### src/rtl/button_debounce_pkg.sv
// Shared types and default constants for the push-button debouncer and its helpers.
package button_debounce_pkg;

  localparam int unsigned DEF_DEBOUNCE_CYCLES   = 120_000;     // 10 ms at 12 MHz
  localparam int unsigned DEF_LONG_PRESS_CYCLES = 12_000_000;  // 1 s at 12 MHz
  localparam int unsigned COUNT_W               = 8;

  typedef enum logic [1:0] {
    ST_RELEASED   = 2'd0,
    ST_DB_PRESS   = 2'd1,
    ST_PRESSED    = 2'd2,
    ST_DB_RELEASE = 2'd3
  } btn_state_e;

endpackage

### src/rtl/sync_2ff.sv
// Two-flop synchroniser for a single asynchronous board input.
module sync_2ff #(
  parameter logic RESET_VAL = 1'b0
) (
  input  logic clk,
  input  logic rst,
  input  logic d,
  output logic q
);

  logic meta;

  always_ff @(posedge clk or posedge rst) begin
    if (rst) begin
      meta <= RESET_VAL;
      q    <= RESET_VAL;
    end else begin
      meta <= d;
      q    <= meta;
    end
  end

endmodule

### src/rtl/button_debounce.sv
// Debounces one raw push-button: clean level, press/release/long-press strobes
// and a wrapping count of accepted presses.
module button_debounce
  import button_debounce_pkg::*;
#(
  parameter int unsigned DEBOUNCE_CYCLES   = DEF_DEBOUNCE_CYCLES,
  parameter int unsigned LONG_PRESS_CYCLES = DEF_LONG_PRESS_CYCLES,
  parameter bit          ACTIVE_LOW        = 1'b0
) (
  input  logic               clk,
  input  logic               rst,
  input  logic               btn_in,
  output logic               btn_level,
  output logic               press_pulse,
  output logic               release_pulse,
  output logic               long_press,
  output logic [COUNT_W-1:0] press_count
);

  localparam int unsigned DB_W   = $clog2(DEBOUNCE_CYCLES + 1);
  localparam int unsigned HOLD_W = $clog2(LONG_PRESS_CYCLES + 1);

  localparam logic [DB_W-1:0]   DB_LAST   = DB_W'(DEBOUNCE_CYCLES - 1);
  localparam logic [HOLD_W-1:0] HOLD_LAST = HOLD_W'(LONG_PRESS_CYCLES - 1);
  localparam logic [HOLD_W-1:0] HOLD_SAT  = HOLD_W'(LONG_PRESS_CYCLES);

  logic btn_pol;
  logic btn_s;

  // Polarity is normalised before synchronising so the sync reset value means "not pressed".
  assign btn_pol = ACTIVE_LOW ? ~btn_in : btn_in;

  sync_2ff #(
    .RESET_VAL(1'b0)
  ) u_sync (
    .clk (clk),
    .rst (rst),
    .d   (btn_pol),
    .q   (btn_s)
  );

  btn_state_e          state, state_nxt;
  logic [DB_W-1:0]     db_cnt, db_nxt;
  logic [HOLD_W-1:0]   hold_cnt, hold_nxt, hold_inc;
  logic [COUNT_W-1:0]  count_nxt;
  logic                level_nxt, press_nxt, release_nxt, long_nxt;

  // Saturating at LONG_PRESS_CYCLES keeps long_press from re-firing within one press.
  assign hold_inc = (hold_cnt == HOLD_SAT) ? hold_cnt : hold_cnt + HOLD_W'(1);

  always_ff @(posedge clk or posedge rst) begin
    if (rst) begin
      state         <= ST_RELEASED;
      db_cnt        <= '0;
      hold_cnt      <= '0;
      press_count   <= '0;
      btn_level     <= 1'b0;
      press_pulse   <= 1'b0;
      release_pulse <= 1'b0;
      long_press    <= 1'b0;
    end else begin
      state         <= state_nxt;
      db_cnt        <= db_nxt;
      hold_cnt      <= hold_nxt;
      press_count   <= count_nxt;
      btn_level     <= level_nxt;
      press_pulse   <= press_nxt;
      release_pulse <= release_nxt;
      long_press    <= long_nxt;
    end
  end

  always_comb begin
    state_nxt   = state;
    db_nxt      = db_cnt;
    hold_nxt    = hold_cnt;
    count_nxt   = press_count;
    level_nxt   = btn_level;
    press_nxt   = 1'b0;
    release_nxt = 1'b0;
    long_nxt    = 1'b0;

    case (state)
      ST_RELEASED: begin
        if (btn_s) begin
          state_nxt = ST_DB_PRESS;
          db_nxt    = '0;
        end
      end
      ST_DB_PRESS: begin
        if (!btn_s) begin
          state_nxt = ST_RELEASED;
        end else if (db_cnt == DB_LAST) begin
          state_nxt = ST_PRESSED;
          level_nxt = 1'b1;
          press_nxt = 1'b1;
          count_nxt = press_count + COUNT_W'(1);
          hold_nxt  = '0;
        end else begin
          db_nxt = db_cnt + DB_W'(1);
        end
      end
      ST_PRESSED: begin
        if (!btn_s) begin
          state_nxt = ST_DB_RELEASE;
          db_nxt    = '0;
        end else begin
          hold_nxt = hold_inc;
          long_nxt = (hold_inc == HOLD_LAST);
        end
      end
      ST_DB_RELEASE: begin
        // Hold time keeps running so a release bounce does not restart the long-press timer.
        hold_nxt = hold_inc;
        if (btn_s) begin
          state_nxt = ST_PRESSED;
        end else if (db_cnt == DB_LAST) begin
          state_nxt   = ST_RELEASED;
          level_nxt   = 1'b0;
          release_nxt = 1'b1;
        end else begin
          db_nxt = db_cnt + DB_W'(1);
        end
      end
      default: state_nxt = ST_RELEASED;
    endcase
  end

endmodule
### config.mk
export PLATFORM = sky130hd
export DESIGN_NAME = button_debounce
export DESIGN_NICKNAME = d
export VERILOG_FILES = /design/src/rtl/button_debounce_pkg.sv /design/src/rtl/sync_2ff.sv /design/src/rtl/button_debounce.sv
export SDC_FILE = /design/constraint.sdc
export NUM_CORES = 1
export LEC_CHECK = 0
export CAP_MARGIN = 20
export CORE_ASPECT_RATIO = 0.8
export CORE_MARGIN = 5
export CORE_UTILIZATION = 45
export DETAILED_ROUTE_END_ITERATION = 8
export SLEW_MARGIN = 20
export SYNTH_ARGS = -nofsm -noshare
export SYNTH_HDL_FRONTEND = slang
export SYNTH_SLANG_ARGS = --single-unit
export TNS_END_PERCENT = 30
### constraint.sdc
create_clock -name clk -period 2.2 [get_ports clk]
set_input_delay 0.33 -clock clk [delete_from_list [all_inputs] [get_ports clk]]
set_output_delay 0.33 -clock clk [all_outputs]
set_load 0.005 [all_outputs]
==> results.cfg <==
[clock_network]
clockBufferDepth = 2
clk_latency_ns = 0.36
numCtsBuffers = 9
cts_tree = yes
cts_num_sinks = 57
cts_root_buffer = clkbuf_8
path_clk_slew_ns = 0.07
cts_max_level = 3

[synthesis]
synth-async-reset-ratio_pct = 100
ys.flop_type = dfrtp_1
ys_warn_count = 0
synth_edf_count = 0
synth-seq-area-share_pct = 43.3
synth_top_area_share_pct = 43.3
synth.distinct_cells = 49
avgSynthCellArea_sq_um = 9.47
synthTopCellsByArea = dfrtp_1 (43%), nand4_1 (4.4%), xnor2_1 (4.3%)
synthTopCellsByCount = dfrtp_1 (57), nand2_1 (33), nor2_1 (29)
synth_top_area_cell = dfrtp_1
synth_area_sq_mm = 0.00330
synth.most_common_cell = dfrtp_1
netlist_instances = 348
ys_seq_elements = 57
syn_nets = 355

[sta]
finalSetupViolCount = 0
min_period_ns = 2.16
drv_slew = 0
tightest_slew_ns = 0.956
slew_headroom_pct = 36.0
rsz0062_at_grt = true
fin_ws_ns = 0.0426
fmax_mhz = 464
period_share_pct = 98.1
clock_skew_ns = 0.00979
hold_violations = 0
tns_ns = 0

[global_routing]
grt_pass1_vias = 2603
met3_usage_pct = 5.14
grt_max_degree = 58
top_usage_layer = met1
grt_first_pass_wirelength_um = 12900
grt_usage_pct = 17.8
grt_remaining_overflow = 0
met2_usage_pct = 23.9
use_met1_pct = 26.4
antenna_found_initial = 0

[pwr]
ir_drop_mv = 0.329
p_leak_nw = 1.76
p_per_area_mw_per_mm2 = 524

[die]
die_area_sq_mm = 0.00915
start_util_pct = 47.1
num_rows = 27
core_sq_mm = 0.00699
die_w_um = 106
fp.dieH_um = 86.5
io_pins = 15

[placement]
hpwl_um = 5060
dp_cells = 464
post-place-ws_ns = 0.0223
gp_congestion = 0.901
io_buffers = 14

[worst_setup_path]
startpoint_type = flip-flop
cp.arrival_ns = 2.37
cpMaxStageDelayCell = or4b_4
slowest_delay_ns = 0.55
path_max_fanout = 7
cp-end-kind = flip-flop
required_ns = 2.41
crit_chain = or4b_4 > nor4_4 > buf_6 > a21oi_1 > nand4_1 > xor2_1 > nor2_1
crit_type = reg2reg

[routing]
detail_route.iter0.violations = 115
wl_per_cell_um = 15.5
dr.pass1.iters = 6
routed_wl_um = 7480
drc_errors = 0
via_per_inst = 5.61
ant_nets = 0
vias = 2704

[job]
maxCapViolCount = 0

[final_layout]
utilization_pct = 57.8
fin_cells = 482
diodes = 0
drive_gt1_share_pct = 21.5
syn2layout_area_growth_pct = 22.6
final_nets = 397
num-fill-cells = 611

[min_path]
hold_class = in2async

[status]
status = completed
==> per-layer routing <==
layer  vias up  share of wire (%)
met5         -                  0
met4         0                1.2
met3         9                4.7
met2        43                 41
met1      1305                 54
li1       1347                  -
==> logic make-up (layout without fill, tap and decap cells) <==
kind of cell	Yosys count	in the layout	synth area share, %
compound gates	61	61	13.6
flops	57	57	43.3
buf+inv	31	77	3.99
mux	5	5	1.71
simple gates	159	160	27.7
xor+xnor	31	31	8.24
fa+ha+maj	4	4	1.52
==> per-stage QoR <==
step / hold WS (ns) / total power (W) / instance area [sq um]
2_1_floorplan: 0.331 / 0.00113 / 3300
3_3_place_gp: 0.332 / 0.00116 / 3760
3_5_place_dp: 0.339 / 0.00116 / 3760
4_1_cts: 0.338 / 0.00215 / 3960
5_1_grt: 0.364 / 0.00220 / 4040
6_report: 0.335 / 0.00212 / 4040
==> cell usage in the layout, fill, tap and decap left out, types with 3 or more instances in the layout <==
master	instances
mux2_2	4
xor2_1	15
nor3_2	5
o21ai_1	6
o21ai_0	5
dfrtp_1	57
nand3b_1	3
nand4_1	23
clkinvlp_4	3
buf_4	36
a22o_1	13
nor3_1	3
nand2b_1	3
nor4_2	3
a21oi_1	6
clkdlybuf4s50_1	14
o31ai_1	8
clkbuf_8	9
o22ai_1	4
a21o_1	13
nand2_1	33
ha_1	3
nand3_1	19
xnor2_1	16
inv_1	6
and3_1	8
nor4_1	3
and2_1	4
nor2_1	29
nor2b_1	3
==> worst paths after layout <==
check                                 start             end  slack, ns  depth (start not counted)
worst max-delay path             db_cnt[11]      db_cnt[10]       0.04                          7
worst min register to register  u_sync.meta        u_sync.q       0.35                          0
worst min-delay path                    rst  press_count[7]       0.33                          3
max in group asynchronous               rst    hold_cnt[12]       1.60                          3
min in group clk                u_sync.meta        u_sync.q       0.35                          0
worst max register to register   db_cnt[11]      db_cnt[10]       0.04                          7
==> repair_timing <==
action	CTS	global route
endpoints found under the setup margin	1	24
pin swaps	0	6
setup buffers	0	1
hold buffers	0	0
cloned	0	1
resized for setup	1	13
==> state kept, by name (all words and copies together) (netlist names), named ones only <==
register and count:
u_sync.q 1, long_press 1, press_count 8, state 1, u_sync.meta 1, press_pulse 1, btn_level 1, release_pulse 1
db_cnt 17, hold_cnt 24
==> power by group <==
group / leakage [nW] / switching, W / internal (W)
combinational: 0.876 / 0.0000435 / 0.0000252
sequential: 0.788 / 0.0000111 / 0.00106
clock: 0.0912 / 0.000461 / 0.000519
total: 1.76 / 0.000516 / 0.00160
==> worst max-delay path, delay by kind of cell (launching register included) <==
| family | cells | cell delay [ns] |
|---|---|---|
| buf+inv | 1 | 0.18 |
| flops | 1 | 0.38 |
| compound gates | 1 | 0.22 |
| xor+xnor | 1 | 0.17 |
| simple gates | 4 | 1.07 |
==> area by class of cell <==
class,count,area (sq um),share of cell area [%]
Timing Repair Buffer,54,473,11.7
Multi-Input combinational cell,261,1810,44.8
Clock inverter,7,71.3,1.77
Sequential cell,57,1430,35.3
Clock buffer,9,124,3.07
Tap cell,87,109,2.69
Inverter,7,26.3,0.650
Power figures use the tool's default switching activity.
